==> config.mk <==
export PLATFORM = sky130hd
export DESIGN_NAME = walk_phase_controller
export DESIGN_NICKNAME = d
export VERILOG_FILES = /design/src/rtl/walk_phase_controller_pkg.sv /design/src/rtl/walk_phase_controller_interval_timer.sv /design/src/rtl/walk_phase_controller.sv
export SDC_FILE = /design/constraint.sdc
export NUM_CORES = 1
export LEC_CHECK = 0
export ABC_AREA = 1
export BUFFER_PORTS_ARGS = -buffer_cell sky130_fd_sc_hd__buf_2
export CORE_MARGIN = 1.5
export CORE_UTILIZATION = 53
export DETAILED_ROUTE_END_ITERATION = 16
export GPL_TIMING_DRIVEN = 0
export MAX_ROUTING_LAYER = met4
export PLACE_DENSITY = 0.76
export SYNTH_ARGS = -nofsm -noshare
export SYNTH_HDL_FRONTEND = slang
export SYNTH_SLANG_ARGS = --single-unit
==> constraint.sdc <==
create_clock -name clk -period 1.8 [get_ports clk]
set_clock_uncertainty 0.1 [all_clocks]
set_input_delay 0.36 -clock clk [delete_from_list [all_inputs] [get_ports clk]]
set_output_delay 0.36 -clock clk [all_outputs]
set_load 0.02 [all_outputs]
==> src/rtl/walk_phase_controller_pkg.sv <==
// -----------------------------------------------------------------------------
// walk_phase_controller_pkg
//   Shared definitions for the intersection sequencer: phase encodings,
//   light-head codes and the Moore output decode used by the top level.
// -----------------------------------------------------------------------------
package walk_phase_controller_pkg;

    typedef enum logic [2:0] {
        ST_MG     = 3'd0,
        ST_MG_EXT = 3'd1,
        ST_MY     = 3'd2,
        ST_WALK   = 3'd3,
        ST_SG     = 3'd4,
        ST_SG_EXT = 3'd5,
        ST_SY     = 3'd6
    } state_t;

    // Light-head codes, {R,Y,G}
    localparam logic [2:0] LT_RED = 3'b100;
    localparam logic [2:0] LT_YEL = 3'b010;
    localparam logic [2:0] LT_GRN = 3'b001;

    typedef struct packed {
        logic [2:0] main_lt;
        logic [2:0] side_lt;
        logic       walk;
    } lights_t;

    // Output pattern shown while in a given phase. Any code outside the
    // named phases shows the main-green pattern, matching where it recovers to.
    function automatic lights_t decode_lights(input state_t s);
        lights_t l;
        l = '{main_lt: LT_GRN, side_lt: LT_RED, walk: 1'b0};
        case (s)
            ST_MG, ST_MG_EXT: l = '{main_lt: LT_GRN, side_lt: LT_RED, walk: 1'b0};
            ST_MY:            l = '{main_lt: LT_YEL, side_lt: LT_RED, walk: 1'b0};
            ST_WALK:          l = '{main_lt: LT_RED, side_lt: LT_RED, walk: 1'b1};
            ST_SG, ST_SG_EXT: l = '{main_lt: LT_RED, side_lt: LT_GRN, walk: 1'b0};
            ST_SY:            l = '{main_lt: LT_RED, side_lt: LT_YEL, walk: 1'b0};
            default:          l = '{main_lt: LT_GRN, side_lt: LT_RED, walk: 1'b0};
        endcase
        return l;
    endfunction

endpackage

==> src/rtl/walk_phase_controller_interval_timer.sv <==
// -----------------------------------------------------------------------------
// interval_timer
//   TW-bit down-counter measuring phase durations in ticks.
//   Ports:
//     clk       in   system clock
//     sys_reset in   asynchronous active-high reset (loads RST_VAL)
//     load      in   reload with load_val (has priority over counting)
//     load_val  in   TW-bit reload value (duration - 1)
//     tick_en   in   one-clk time-unit pulse; counting happens only on it
//     expired   out  count is zero and a tick is present this clk
// -----------------------------------------------------------------------------
module interval_timer #(
    parameter int unsigned      TW      = 4,
    parameter logic [TW-1:0]    RST_VAL = '0
) (
    input  logic          clk,
    input  logic          sys_reset,
    input  logic          load,
    input  logic [TW-1:0] load_val,
    input  logic          tick_en,
    output logic          expired
);

    logic [TW-1:0] r_count;

    assign expired = (r_count == '0) && tick_en;

    always_ff @(posedge clk or posedge sys_reset) begin
        if (sys_reset) begin
            r_count <= RST_VAL;
        end else if (load) begin
            r_count <= load_val;
        end else if (tick_en && (r_count != '0)) begin
            r_count <= r_count - 1'b1;
        end
    end

endmodule

==> src/rtl/walk_phase_controller.sv <==
// -----------------------------------------------------------------------------
// walk_phase_controller
//   Main/side intersection sequencer with an optional all-red walk phase
//   after main yellow when a pedestrian request is latched.
//   Ports:
//     clk                  in   system clock, rising edge
//     sys_reset            in   asynchronous active-high reset
//     tick_en              in   one-clk pulse per time unit
//     sensor_sync          in   synchronised side-street vehicle sensor
//     walkRegister_status  in   latched walk request
//     walkRegister_reset   out  one-clk clear pulse at walk-phase entry
//     main_light           out  main head {R,Y,G}, one-hot
//     side_light           out  side head {R,Y,G}, one-hot
//     walk_lamp            out  walk indicator
// -----------------------------------------------------------------------------
module walk_phase_controller
    import walk_phase_controller_pkg::*;
#(
    parameter int unsigned BASE_T = 6,
    parameter int unsigned EXT_T  = 3,
    parameter int unsigned YEL_T  = 2,
    parameter int unsigned WALK_T = 3,
    parameter int unsigned TW     = 4
) (
    input  logic       clk,
    input  logic       sys_reset,
    input  logic       tick_en,
    input  logic       sensor_sync,
    input  logic       walkRegister_status,
    output logic       walkRegister_reset,
    output logic [2:0] main_light,
    output logic [2:0] side_light,
    output logic       walk_lamp
);

    localparam logic [TW-1:0] L_BASE = TW'(BASE_T - 1);
    localparam logic [TW-1:0] L_EXT  = TW'(EXT_T - 1);
    localparam logic [TW-1:0] L_YEL  = TW'(YEL_T - 1);
    localparam logic [TW-1:0] L_WALK = TW'(WALK_T - 1);

    state_t        r_state;
    lights_t       r_lights;
    logic          r_wr_reset;

    state_t        w_next;
    logic          w_load;
    logic [TW-1:0] w_load_val;
    logic          w_expired;

    interval_timer #(
        .TW      (TW),
        .RST_VAL (L_BASE)
    ) u_timer (
        .clk       (clk),
        .sys_reset (sys_reset),
        .load      (w_load),
        .load_val  (w_load_val),
        .tick_en   (tick_en),
        .expired   (w_expired)
    );

    // Next phase and timer reload. The sensor and the walk request only
    // matter in the expiry cycle; every transition reloads the timer with
    // the new phase's duration minus one.
    always_comb begin
        w_next     = r_state;
        w_load     = 1'b0;
        w_load_val = L_BASE;
        case (r_state)
            ST_MG: if (w_expired) begin
                w_load = 1'b1;
                if (sensor_sync) begin
                    w_next     = ST_MG_EXT;
                    w_load_val = L_EXT;
                end else begin
                    w_next     = ST_MY;
                    w_load_val = L_YEL;
                end
            end
            ST_MG_EXT: if (w_expired) begin
                w_load     = 1'b1;
                w_next     = ST_MY;
                w_load_val = L_YEL;
            end
            ST_MY: if (w_expired) begin
                w_load = 1'b1;
                if (walkRegister_status) begin
                    w_next     = ST_WALK;
                    w_load_val = L_WALK;
                end else begin
                    w_next     = ST_SG;
                    w_load_val = L_BASE;
                end
            end
            ST_WALK: if (w_expired) begin
                w_load     = 1'b1;
                w_next     = ST_SG;
                w_load_val = L_BASE;
            end
            ST_SG: if (w_expired) begin
                w_load = 1'b1;
                if (sensor_sync) begin
                    w_next     = ST_SG_EXT;
                    w_load_val = L_EXT;
                end else begin
                    w_next     = ST_SY;
                    w_load_val = L_YEL;
                end
            end
            ST_SG_EXT: if (w_expired) begin
                w_load     = 1'b1;
                w_next     = ST_SY;
                w_load_val = L_YEL;
            end
            ST_SY: if (w_expired) begin
                w_load     = 1'b1;
                w_next     = ST_MG;
                w_load_val = L_BASE;
            end
            default: begin
                // Illegal code: force back to main green on the next clk.
                w_load     = 1'b1;
                w_next     = ST_MG;
                w_load_val = L_BASE;
            end
        endcase
    end

    // Outputs are registered from the next-state decode so they always
    // equal the decode of the current state, with no combinational glitches.
    // The walk-register clear fires only on the MY->WALK edge, so it lasts
    // exactly the first cycle of WALK.
    always_ff @(posedge clk or posedge sys_reset) begin
        if (sys_reset) begin
            r_state    <= ST_MG;
            r_lights   <= '{main_lt: LT_GRN, side_lt: LT_RED, walk: 1'b0};
            r_wr_reset <= 1'b0;
        end else begin
            r_state    <= w_next;
            r_lights   <= decode_lights(w_next);
            r_wr_reset <= (r_state == ST_MY) && (w_next == ST_WALK);
        end
    end

    assign main_light         = r_lights.main_lt;
    assign side_light         = r_lights.side_lt;
    assign walk_lamp          = r_lights.walk;
    assign walkRegister_reset = r_wr_reset;

endmodule

==> impl.org, run 1 <==
** GRT
- Pin count of the biggest net entering global routing :: 16
- Initial antenna violation count :: 0
- Aggregate global routing overflow :: 0
- Number of global-route vias before repair :: between 500 and 600
- First-pass GRT wire length :: ~2500 um
- Total GRT Usage :: roughly a fifth

** Layout
- Antenna fix cells :: 0
- Cells with a size suffix above 1 make up 36.11% of the layout.
- Compared with the post-synthesis result, the final layout area differs by 14.83%.
- At the end of the flow, the number of nets in the layout was 116.
- The layout has between 100 and 150 filler cells.
- Area of all placed cells without fillers :: around 900 sq um

** Timing
- In the final timing run, aggregate negative setup slack is 0 ns.
- Setup ws final :: approximately 0.18 ns
- Final Hold Vio Count :: 0
- Based on the critical path, the design can be clocked at up to just over 600 MHz.
- Headroom to the max-slew limit came out at between 60% and 70%.
- The clock period could shrink to 1.622 ns.
- The max-slew violation total from the final report came to 0.
- Setup repair after global routing missed its margin :: false
- Worst slew pin tran :: around 0.55 ns
- Setup violations remaining at the end of the flow were counted as 0.
- After layout, the worst path uses between 90% and 100% of the clock period.

** Floorplanning
- Die outline width :: 41.48 um
- Die span in y :: roughly 41 um
- Starting Density :: between 50% and 60%
- IO Pins :: 13
- In this run the standard cell core region covers 0.001334 sq mm.
- Die ar. :: ~0.0017 sq mm
- In this run the core area contains 13 standard-cell rows.

** Worst setup path
- Data required time of the worst path :: around 1.9 ns
- Startpoint Class :: flop
- STA classifies the critical path endpoint as a flop.
- Worst flop-to-flop path startpoint :: u_timer.r_count[0]
- In this run the worst setup path begins at u_timer.r_count[0].
- Worst-path cell with the longest stage delay :: dfstp_2
- At the worst endpoint, the arrival time is around 1.7 ns.
- The critical path in this run is classified as flop to flop.
- Most numerous cell on the critical path :: nand2_1
- On the worst path, the slowest cell contributes a delay of about 0.54 ns.
- For the worst flop-to-flop path, the logic depth is 10.
- Largest fanout on the critical path :: 5
- Traced cell by cell, the critical path runs through inv_2 -> ha_1 -> nand2_2 -> inv_1 -> nand2_2 -> nand2_1 -> o21ai_1 -> o21ai_0 -> nand2_1 -> nand2_1.
- Reg-to-reg critical path endpoint :: u_timer.r_count[2]
- R2r setup slk :: 0.18 ns
- The most critical setup path has its endpoint at u_timer.r_count[2].

** Place
- The congestion estimate from routability-driven global placement came to between 0.8 and 0.9.
- Area after detailed placement :: between 800 and 900 sq um
- Number of buffer cells added on primary ports :: 12
- OpenSTA, run right after detailed placement, puts the worst setup slack at between 0.1 and 0.15 ns.
- The HPWL after detailed placement is about 1100 um.

** Routing
- In this run, the number of DRC markers left after iteration 0 of detailed routing was 14.
- Final routed DRC violation total :: 0
- Vias after detailed routing :: 624
- Using the TritonRoute via totals, the vias-per-cell ratio works out to 5.073.
- Pre-antenna DRT Iters :: 4
- Count of nets left with antenna violations after detail routing :: 0
- WL per Instance :: 11.14 um
- Summed over all layers, the routed wires come to roughly 1400 um.

** Synth
- Number of enable-type register cells in the synthesized netlist :: 0
- Cell area after technology mapping :: just under 800 sq um
- Share of async-settable or async-resettable flops after synthesis :: 100.0%
- Seq/Total Area, Yosys :: around 48%
- Mean instance size in the synthesized netlist :: 8.621 sq um
- Number of synthesis warnings :: 0
- When the netlist entered floorplanning its net count stood at roughly 100.
- Synth Instances :: 91
- Count of distinct cell types in the synthesized netlist :: 21
- Primary FF master, synth :: dfrtp_1
- Synthesis inferred 15 register bits.

** Clocking
- Hold repair after CTS inserted 0 buffers.
- CTS saw 15 sinks.
- Clock tree root driver cell :: clkbuf_4
- H-tree level count :: 1
- The clock passes through at most 2 buffers.
- Counting the buffers created by CTS gives 3.
- Clock-pin slew reported for the worst setup and hold paths after clock tree synthesis :: about 0.10 ns
- Source-to-sink clock delay at the later pin of the worst-skew pair :: between 0.2 and 0.3 ns
- TritonCTS clock tree :: done

** Job
- Max-cap violations :: 0

** Outcome
- Result of the run :: finished, final reports clean

** Power
- Summed over all cells, the static leakage comes to roughly 0.52 nW.
- Pwr dens :: ~1500 mW/mm^2
- Maximum resistive drop on vdd :: 0.9426 mV

** Hold path
- Hold crit path type :: primary input to async pin
kinds of logic (layout without fill, tap and decap cells):
logic type                 count (synthesis)  in the layout  synth area share (%)
buffers and inverters                     18             35                 8.613
AOI/OAI and AO/OA                         11             11                 8.452
adders and majority gates                  2              2                 3.189
DFF                                       15             15                 48.48
and+or+nand+nor                           44             44                 30.14
xor gates and xnor gates                   1              1                 1.117
area by class of cell:
cell class,instances,area (sq um),share of cell area (%)
Sequential cell,15,380.4,42.22
Multi-Input combinational cell,58,339.1,37.64
Timing Repair Buffer,13,67.56,7.500
Inverter,18,67.56,7.500
Clock buffer,3,22.52,2.500
Tap cell,15,18.77,2.083
Clock inverter,1,5.005,0.5556
layout by cell type, fill, tap and decap left out:
| cell type | count |
|---|---|
| buf_4 | 1 |
| or2_1 | 1 |
| clkinv_2 | 1 |
| ha_1 | 2 |
| inv_2 | 3 |
| nor2_1 | 7 |
| nor2_2 | 1 |
| nor3_1 | 1 |
| dfstp_2 | 4 |
| dfrtp_1 | 11 |
| nand2_2 | 6 |
| o211ai_1 | 1 |
| nand3_2 | 5 |
| inv_1 | 15 |
| nand2_4 | 2 |
| buf_2 | 12 |
| o21ai_1 | 3 |
| o21ai_0 | 3 |
| o22ai_1 | 2 |
| nand2_1 | 16 |
| xor2_1 | 1 |
| nand3_1 | 5 |
| a21oi_1 | 1 |
| a21boi_2 | 1 |
| clkbuf_4 | 3 |
layer usage:
| metal | share of wire (%) | up-vias | global-route usage [%] |
|---|---|---|---|
| met5 | 0 | - | - |
| met2 | 48 | 16 | 29.69 |
| met3 | 3.6 | 4 | 3.913 |
| met1 | 46 | 286 | 24.71 |
| met4 | 2.3 | 0 | 6.452 |
| li1 | - | 318 | - |
flip-flops by register name, indices dropped and copies added, names as in the netlist:
register,flops
walk_lamp,1
side_light,3
walkRegister_reset,1
main_light,3
u_timer.r_count,4
r_state,3
cells in the mapped netlist, types with 2 or more instances:
cell type  count  area [sq um]
nor2_1         7         26.28
o21ai_1        2         10.01
inv_2          2         7.510
dfrtp_1       11         275.3
nand3_1        5         25.02
ha_1           2         25.02
o21ai_0        4         20.02
nand2_2        5         31.28
nand2_1       17         63.81
inv_1         16         60.06
dfstp_2        4         105.1
nand3_2        5         50.05
o22ai_1        2         12.51
nand2_4        2         22.52
power by group:
part | switching (mW) | internal (mW) | total, mW
clock | 0.111 | 0.0823 | 0.193
combinational | 0.396 | 0.216 | 0.612
sequential | 0.0836 | 0.469 | 0.553
total | 0.591 | 0.767 | 1.36
per-stage QoR:
stage	std cells	total power [mW]	util (%)	hold WS (ns)
3_5_place_dp	118	1.158	64.73	0.3291
2_1_floorplan	91	1.017	-	0.1586
3_3_place_gp	118	1.134	64.73	0.3159
5_1_grt	123	1.476	67.54	0.06975
6_report	123	1.358	67.54	0.005073
4_1_cts	122	1.351	66.79	0.02137
critical path: cells and delay by family (launching register included):
| kind | cells | cell delay, ns |
|---|---|---|
| DFF | 1 | 0.54 |
| buffers and inverters | 2 | 0.11 |
| and+or+nand+nor | 5 | 0.40 |
| adders and majority gates | 1 | 0.20 |
| AOI/OAI and AO/OA | 2 | 0.21 |
how the worst min path moves through the flow:
stage	start	to	slack [ns]
after global placement	sys_reset	u_timer.r_count[3]	0.32
after global routing	sys_reset	u_timer.r_count[3]	0.07
after CTS	sys_reset	u_timer.r_count[3]	0.02
after detailed placement	sys_reset	u_timer.r_count[3]	0.33
after floorplan	sys_reset	main_light[1]	0.16
final	sys_reset	u_timer.r_count[3]	0.005
repair_timing:
action	4_1_cts	5_1_grt
resized for setup	0	3
buffers inserted	0	1
endpoints found under the setup margin	0	2
Note: power is estimated with default switching activity, not from simulation.
==> run 2, diff against run 1 <==
--- a/config.mk
+++ b/config.mk
@@ -7,12 +7,14 @@
 export LEC_CHECK = 0
 export ABC_AREA = 1
 export BUFFER_PORTS_ARGS = -buffer_cell sky130_fd_sc_hd__buf_2
-export CORE_MARGIN = 1.5
-export CORE_UTILIZATION = 53
+export CELL_PAD_IN_SITES_DETAIL_PLACEMENT = 1
+export CELL_PAD_IN_SITES_GLOBAL_PLACEMENT = 1
+export CORE_MARGIN = 4
+export CORE_UTILIZATION = 39
 export DETAILED_ROUTE_END_ITERATION = 16
 export GPL_TIMING_DRIVEN = 0
 export MAX_ROUTING_LAYER = met4
-export PLACE_DENSITY = 0.76
+export PLACE_DENSITY_LB_ADDON = 0.1
 export SYNTH_ARGS = -nofsm -noshare
 export SYNTH_HDL_FRONTEND = slang
 export SYNTH_SLANG_ARGS = --single-unit
==> run 2 against run 1 <==
Net effect:
- flip-flop and latch count is the same
- first-iteration DRC count shrank 79%
- worst setup slack lost 0.011 ns
- global-route usage is 3.9 points lower
- wire length is 19% higher
- sequential power up 0.7%
- largest power group unchanged
==> impl.org, run 2 (synthesis results as in run 1) <==
** Outcome
- The flow ran to the end, and the final reports show no timing, DRC or antenna violations.

** Place
- Placer's final routability congestion estimate :: between 0.7 and 0.8
- Area after detailed placement :: about 900 sq um
- Total placed cells including tap cells :: ~130
- Number of buffer cells added on primary ports :: 12
- Before CTS, the worst setup slack after placement is 0.1164 ns.
- Post-DP HPWL :: 1334 um

** Layout
- Flip-flop count of the largest register after layout :: 4
- For this run, the number of standard cells in the final layout without fillers is approximately 130.
- Final core utilization :: about half
- Relative area change from synthesis to final layout :: 15.79%
- Register with the most flip-flops :: u_timer.r_count
- The library cell used most frequently in the layout, excluding fill and tap cells, is nand2_1.
- The number of antenna diodes in the final layout is 0.
- At the end of the flow, the number of nets in the layout was around 120.
- After routing the design area is around 910 sq um.
- Leading cell types in the layout, fill and taps excluded :: 17 x nand2_1, 15 x inv_1, 12 x buf_2, 11 x dfrtp_1, 7 x nor2_1
- Cells with a size suffix above 1 make up between 30% and 40% of the layout.

** Worst setup path
- R2r setup slk :: ~0.17 ns
- Category of the most critical setup path :: flop to flop
- Arrival time of the worst setup path :: 1.75 ns
- Max stage delay on crit path :: roughly 0.52 ns
- Worst-path cell with the longest stage delay :: dfstp_2
- The worst setup path is launched from a flop.
- Worst flop-to-flop path startpoint :: u_timer.r_count[0]
- For the worst setup path, the data required time is around 1.9 ns.
- Largest fanout on the critical path :: 5
- Reg-to-reg critical path endpoint :: u_timer.r_count[2]
- Counting cells, the worst reg-to-reg path comes to 10.
- Most numerous cell on the critical path :: nand2_1
- Series of cell instances along the critical path :: inv_1 -> ha_1 -> nand2_1 -> inv_2 -> nand2_4 -> nand2_1 -> o21ai_0 -> o21ai_0 -> nand2_1 -> nand2_1
- STA classifies the critical path endpoint as a flop.

** Routing
- Detailed routing inserted a total of 611 vias.
- After detailed routing, the total wire length is ~1600 um.
- The pre-antenna-repair detailed-routing pass consisted of 2 iterations.
- Once detail routing completed, the nets flagged for antenna violations numbered 0.
- Number of DRC violations after detailed-routing iteration 0 :: 3
- WL per Instance :: 12.30 um
- After detailed routing, the number of vias per cell comes to about 4.6.
- After detailed routing, the number of remaining DRC violations is 0.

** Timing
- After layout, the worst path uses 90.74% of the clock period.
- Worst slew slack as a fraction of its limit :: between 60% and 70%
- Final min period :: ~1.6 ns
- The hold violation total from the final report was 0.
- Worst slew pin tran :: between 0.5 and 0.6 ns
- Hold timing on the final database bottoms out at a slack of between 0.02 and 0.025 ns.
- For this run, the top clock speed supported by timing is ~610 MHz.
- Setup repair after global routing left no endpoint under its margin.
- Setup ws final :: 0.1666 ns
- For the final routed database, the setup TNS stands at 0 ns.
- The max-slew violation total from the final report is 0.
- Final Setup Violations :: 0

** Clocking
- The tree built by TritonCTS fans out to 15 sinks.
- TritonCTS built the clock tree.
- Clock tree synthesis inserted a total of 3 buffers.
- Clock-pin slew reported for the worst setup and hold paths after clock tree synthesis :: roughly 0.090 ns
- CTS built an H-tree with a depth of 1.
- The clock reaches the later pin of the worst-skew pair after 0.28 ns.
- The clock passes through at most 2 buffers.
- Clock tree synthesis selected as its root buffer the cell clkbuf_4.

** Floorplanning
- From bottom edge to top edge, the die measures between 50 and 60 um.
- The die is 52.85 um wide.
- Core Footprint :: about 0.0018 sq mm
- Die ar. :: between 0.002 and 0.003 sq mm
- Starting Density :: a little over two fifths
- After floorplanning, the core was divided into 15 placement rows.
- IO Pins :: 13

** GRT
- Global routing met1 resource utilization :: between 10% and 20%
- Number of global-route vias before repair :: 700
- Global routing used roughly 15% of the available tracks across all layers.
- In this run the most used layer during global routing was met2.
- Aggregate global routing overflow :: 0
- The first global-routing pass estimated just over 3000 um of wire.
- Pin count of the biggest net entering global routing :: 16
- Initial antenna violation count :: 0
- Met3 Track Usage GR :: a little over 5%
- For met2 alone, demand over resource in global routing was a little over a quarter.

** Hold path
- Hold crit path type :: primary input to async pin

** Power
- Static leakage :: between 0.5 and 0.6 nW
- Maximum resistive drop on vdd :: 0.8403 mV
- Dividing total power by cell area gives a power density of between 1000 and 1500 mW/mm^2.
- The design draws 1.358 mW.

** Job
- The tool flagged a number of max-cap violations equal to 0.
[run 2: worst max-delay path by stage]
stage	from	end	cells past startpoint
global route	u_timer.r_count[0]	u_timer.r_count[2]	10
floorplan	u_timer.r_count[0]	u_timer.r_count[2]	10
global placement	u_timer.r_count[0]	u_timer.r_count[2]	10
finish	u_timer.r_count[0]	u_timer.r_count[2]	10
CTS	u_timer.r_count[0]	u_timer.r_count[2]	10
detailed placement	u_timer.r_count[0]	u_timer.r_count[2]	10
[run 2: area by class of cell]
cell class,instances,area (sq um)
Clock buffer,3,22.52
Clock inverter,1,5.005
Fill cell,233,912.1
Inverter,18,67.56
Multi-Input combinational cell,58,341.6
Sequential cell,15,380.4
Tap cell,25,31.28
Timing Repair Buffer,12,60.06
[run 2: critical path: cells and delay by family (launching register included)]
kind                       cells  cell delay (ns)
AOI/OAI and AO/OA              2             0.23
adders and majority gates      1             0.20
buffers and inverters          2             0.14
DFF                            1             0.52
and+or+nand+nor                5             0.37
[run 2: repair_timing]
| action | CTS | global route |
|---|---|---|
| hold buffers | 0 | 0 |
| endpoints found under the setup margin | 0 | 1 |
| resized for setup | 0 | 2 |
| setup buffers | 0 | 0 |
[run 2: report_power, final]
group / switching [mW] / internal (mW)
sequential: 0.0874 / 0.469
clock: 0.107 / 0.0824
combinational: 0.403 / 0.209
[run 2: metal layers]
layer  wire, um  vias up
met3         48        0
met4          0        0
met1        691      285
met2        883        6
met5          0        -
li1           -      320
